===== src/rtl/demux_rr_sched.sv =====
// Sequencing controller for a 1-to-8 demux: captures one word, arbitrates a channel
// (round-robin over enabled channels or addressed), then holds it until that channel accepts.
module demux_rr_sched #(
    parameter int unsigned DW = 8
) (
    input  logic          clk,
    input  logic          rst_n,
    input  logic          i_in_valid,
    output logic          o_in_ready,
    input  logic [DW-1:0] i_in_data,
    input  logic [2:0]    i_in_sel,
    input  logic          i_mode,
    input  logic [7:0]    i_ch_mask,
    input  logic [7:0]    i_ch_ready,
    output logic [7:0]    o_out_valid,
    output logic [DW-1:0] o_out_data,
    output logic [2:0]    o_sel,
    output logic          o_en,
    output logic          o_busy,
    output logic [7:0]    o_err_cnt
);

    typedef enum logic [1:0] {StIdle, StArb, StSend} state_e;

    state_e        r_state;
    logic [2:0]    r_rr_ptr;
    logic [2:0]    r_hsel;
    logic          r_mode;
    logic [DW-1:0] r_data;
    logic [2:0]    r_sel;
    logic [DW-1:0] r_out_data;
    logic [7:0]    r_out_valid;
    logic          r_en;
    logic [7:0]    r_err_cnt;

    logic [7:0]    w_rot;
    logic [2:0]    w_off;
    logic [2:0]    w_grant;
    logic [2:0]    w_tgt;
    logic          w_ok;

    // Mask rotated so that bit 0 corresponds to the round-robin pointer.
    always_comb begin
        w_rot = '0;
        for (int i = 0; i < 8; i++) begin
            w_rot[i] = i_ch_mask[r_rr_ptr + 3'(i)];
        end
    end

    always_comb begin
        w_off = '0;
        for (int i = 7; i >= 0; i--) begin
            if (w_rot[i]) begin
                w_off = 3'(i);
            end
        end
    end

    assign w_grant = r_rr_ptr + w_off;
    assign w_tgt   = r_mode ? r_hsel : w_grant;
    assign w_ok    = r_mode ? i_ch_mask[r_hsel] : (|i_ch_mask);

    always_ff @(posedge clk or negedge rst_n) begin
        if (!rst_n) begin
            r_state     <= StIdle;
            r_rr_ptr    <= '0;
            r_hsel      <= '0;
            r_mode      <= 1'b0;
            r_data      <= '0;
            r_sel       <= '0;
            r_out_data  <= '0;
            r_out_valid <= '0;
            r_en        <= 1'b0;
            r_err_cnt   <= '0;
        end else begin
            unique case (r_state)
                StIdle: begin
                    if (i_in_valid) begin
                        r_data  <= i_in_data;
                        r_hsel  <= i_in_sel;
                        r_mode  <= i_mode;
                        r_state <= StArb;
                    end
                end
                StArb: begin
                    if (w_ok) begin
                        r_sel       <= w_tgt;
                        r_out_data  <= r_data;
                        r_out_valid <= 8'b1 << w_tgt;
                        r_en        <= 1'b1;
                        r_state     <= StSend;
                    end else if (r_mode) begin
                        // Addressed word to a disabled channel is dropped and counted.
                        if (r_err_cnt != 8'hFF) begin
                            r_err_cnt <= r_err_cnt + 8'd1;
                        end
                        r_state <= StIdle;
                    end
                end
                StSend: begin
                    if (i_ch_ready[r_sel]) begin
                        r_rr_ptr    <= r_sel + 3'd1;
                        r_out_valid <= '0;
                        r_en        <= 1'b0;
                        r_state     <= StIdle;
                    end
                end
                default: r_state <= StIdle;
            endcase
        end
    end

    assign o_in_ready  = (r_state == StIdle);
    assign o_busy      = (r_state != StIdle);
    assign o_out_valid = r_out_valid;
    assign o_out_data  = r_out_data;
    assign o_sel       = r_sel;
    assign o_en        = r_en;
    assign o_err_cnt   = r_err_cnt;

endmodule


===== config.mk =====
export PLATFORM = sky130hd
export DESIGN_NAME = demux_rr_sched
export DESIGN_NICKNAME = d
export VERILOG_FILES = /design/src/rtl/demux_rr_sched.sv
export SDC_FILE = /design/constraint.sdc
export NUM_CORES = 1
export LEC_CHECK = 0
export CAP_MARGIN = 20
export CORE_MARGIN = 1.5
export CORE_UTILIZATION = 30
export CTS_CLUSTER_DIAMETER = 80
export DETAILED_ROUTE_END_ITERATION = 6
export PLACE_DENSITY = 0.6
export SLEW_MARGIN = 20
export SYNTH_ARGS = -nofsm -noshare
export SYNTH_HDL_FRONTEND = slang
export SYNTH_SLANG_ARGS = --single-unit

===== constraint.sdc =====
create_clock -name clk -period 4.9 [get_ports clk]
set_clock_uncertainty 0.05 [all_clocks]
set_input_delay 0.49 -clock clk [delete_from_list [all_inputs] [get_ports clk]]
set_output_delay 0.49 -clock clk [all_outputs]
set_load 0.05 [all_outputs]

==> metrics.txt <==
Critical Path, Cell by Cell inv_1 > ha_2 > mux2_2 > mux2i_1 > a221o_1 > nand2b_1 > a211oi_1 > a31oi_1 > a21oi_1 > ha_1 > inv_1 > fa_1 > inv_1 > nor3_1 > o31ai_1 > o2111ai_2 > a32o_1; fmax 0.2286 GHz; vias in the first global route 2306; FF+latch count, synth 45; total track usage 14.47%; sequential fraction of design power 22.8%; first-pass GRT wire length 11.92 mm; Final Max Tran Viols 0; DRC Markers 0; Async S/R FF share, synth 100.0%; combinational power share 69.1%; # IOs 61; RR Endpoint o_out_valid[3]; antenna viol nets, final 0; CP Capture Type register; Syn Nets 301; Critical Path Max Stage Delay 0.56 ns; critical path arrival 4.52 ns; CTS Buf Count 5; Initial DRT Pass Iterations 4; final WL 7.300 mm; status finished, final reports clean; period utilization 89.28%; clock power share 8.1%; CP Launch Type register; Clock Latency Late Sink 0.30 ns; simple-gate share of the synthesized area 13.04%; largest net degree at the start of global routing 46; Lkg Pwr 1.492 nW; most used cell, CP inv_1; Seq/Total Area, Yosys 37.85%; # fillers 954; Internal 1.489 mW; Syn-to-layout area delta 27.38%; Pwr Density 779.6 nW/um^2; row cnt 36; initial DRC count 78; RR Startpoint r_rr_ptr[1]; complex-gate fraction of the synthesized area 14.09%; CTS H-tree lvls 2; Psw 1.465 mW; Syn Inst Count 264; EDFF count, synth 0; share of layout cells above drive strength 1 20.74%; multiplexer share of the synthesized area 25.57%; Mapped Area 2975 um^2; WP data required 5.05 ns; final hold slack 0.1310 ns; slowest CP cell ha_2; die footprint 10520 um^2; total negative slack 0 ns; number of port buffers 60; gpl congestion 0.8456; routed via count 2322; worst vdd ir 0.2582 mV; largest fanout on the critical path 13; final number of hold-violating endpoints 0; clk buf depth 2; RSZ-0062 raised after global routing false; Max-slew headroom 40.56%; CTS tree yes; total congestion overflow 0; FF-to-FF setup slack 0.53 ns; post-synthesis xor/xnor area fraction 3.238%; fin cells 456; FF-to-FF path depth 17; Die Width 102.6 um; Syn Area/Cell 11.27 um^2; min Tclk post-route 4.375 ns; Distinct cells, synth 55; Synth warnings 0; Main synth FF type dfrtp_1; clock sinks 45; main combinational cell family by area after synthesis multiplexers; worst hold path class primary input to async pin; Max-Cap Viols 0; Core Box Area 9684 um^2; Final nets 359; most common cell after layout, fill and taps aside clkdlybuf4s50_1; dpl cells 448; Root Buffer clkbuf_8; CTS clk-pin slew, worst paths 0.09 ns; Ant. Diodes 0; Post-Synth Adder-Cell Area 2.775%; final setup vio count 0; post-CTS setup buffers 0; DPL Wire Length 5.460 mm; Worst Tran Pin Value 0.8911 ns; commonest non-fill, non-tap cells in the layout clkdlybuf4s50_1, dfrtp_1, mux2_2; WS Path Type register to register; Switching Share 49.59%; initial antenna violation count 0; vias per cell 5.092; Die Ht 102.6 um; post-DR wirelength/cell 16.01 um; initial core utilization 30.72%
-- metrics by stage --
step	area, um^2	utilization, %	total power [mW]	setup slack (ns)
final	3790	39.13	2.955	0.5250
after global routing	3790	39.13	3.190	0.1321
after CTS	3785	39.08	2.970	0.4042
after detailed placement	3695	38.15	2.717	0.4579
after global placement	3695	38.15	2.693	0.5510
after floorplan	2975	-	2.236	0.6505
-- power groups by stage --
stage	registers (mW)	logic, mW	clock network (mW)
floorplan	0.911	1.33	0
global placement	0.676	2.02	0
detailed placement	0.684	2.03	0
CTS	0.677	2.04	0.251
global route	0.705	2.22	0.265
finish	0.673	2.04	0.239
-- worst max-delay path by stage --
stage                 from              to  slack (ns)  cells past startpoint
6_report       r_rr_ptr[1]  o_out_valid[3]        0.53                     17
2_1_floorplan  r_rr_ptr[0]  o_out_valid[7]        0.65                     19
3_3_place_gp   r_rr_ptr[1]  o_out_valid[4]        0.55                     17
4_1_cts        r_rr_ptr[1]  o_out_valid[6]        0.40                     17
3_5_place_dp   r_rr_ptr[1]  o_out_valid[6]        0.46                     17
5_1_grt        r_rr_ptr[1]  o_out_valid[6]        0.13                     17
-- sequential cells by signal, indices dropped and copies added (netlist names) --
register     cells
o_en             1
o_err_cnt        8
o_out_data       8
o_out_valid      8
o_sel            3
r_data           8
r_hsel           3
r_mode           1
r_rr_ptr         3
r_state          2
-- critical path: cells and delay by family (launching register included) --
family / cells / cell delay (ns)
DFF: 1 / 0.45
AOI/OAI and AO/OA: 7 / 1.69
buffers and inverters: 3 / 0.41
and+or+nand+nor: 2 / 0.27
muxes: 2 / 0.30
adders and majority gates: 3 / 1.10
-- what timing repair did --
| action | CTS | global route |
|---|---|---|
| hold buffers | 0 | 0 |
| endpoints found under the setup margin | 0 | 1 |
| resized for setup | 0 | 1 |
-- synth_stat cells (all sizes together), types with 3 or more instances --
cell type  count  area [um^2]
a211oi         4        30.03
a21o           4        30.03
a21oi          6        30.03
a22oi          5        37.54
a31oi          6        37.54
a32o           5        50.05
and2           3        18.77
buf            8        53.80
clkbuf         5        18.77
dfrtp         45         1126
ha             5        62.56
inv            8        30.03
mux2          30        341.6
mux2i         10        103.9
mux4          14        315.3
nand2         22        82.58
nand2b         6        37.54
nor2          18        67.56
nor2b          5        31.28
nor3           9        55.05
o31ai          3        22.52
xnor2          5        43.79
xor2           6        52.55
-- per-layer routing --
layer,part of all wire (%),GRT usage [%]
met4,0.84,3.372
met3,4.5,3.186
met1,47,19.74
met5,0,0
met2,48,23.54
-- area by class of cell --
class | count | area [um^2] | area share [%]
Clock inverter | 3 | 21.27 | 0.5612
Sequential cell | 45 | 1126 | 29.71
Inverter | 8 | 30.03 | 0.7923
Clock buffer | 5 | 68.82 | 1.816
Multi-Input combinational cell | 198 | 1749 | 46.15
Timing Repair Buffer | 64 | 628.1 | 16.57
Tap cell | 133 | 166.4 | 4.391
-- cells by family (layout without fill, tap and decap cells) --
family,count (synthesis),after routing
buf+inv,21,80
mux,54,54
compound gates,50,50
fa+ha+maj,6,6
simple gates,77,77
flops,45,45
xor+xnor,11,11
(Power assumes the default switching activity.)
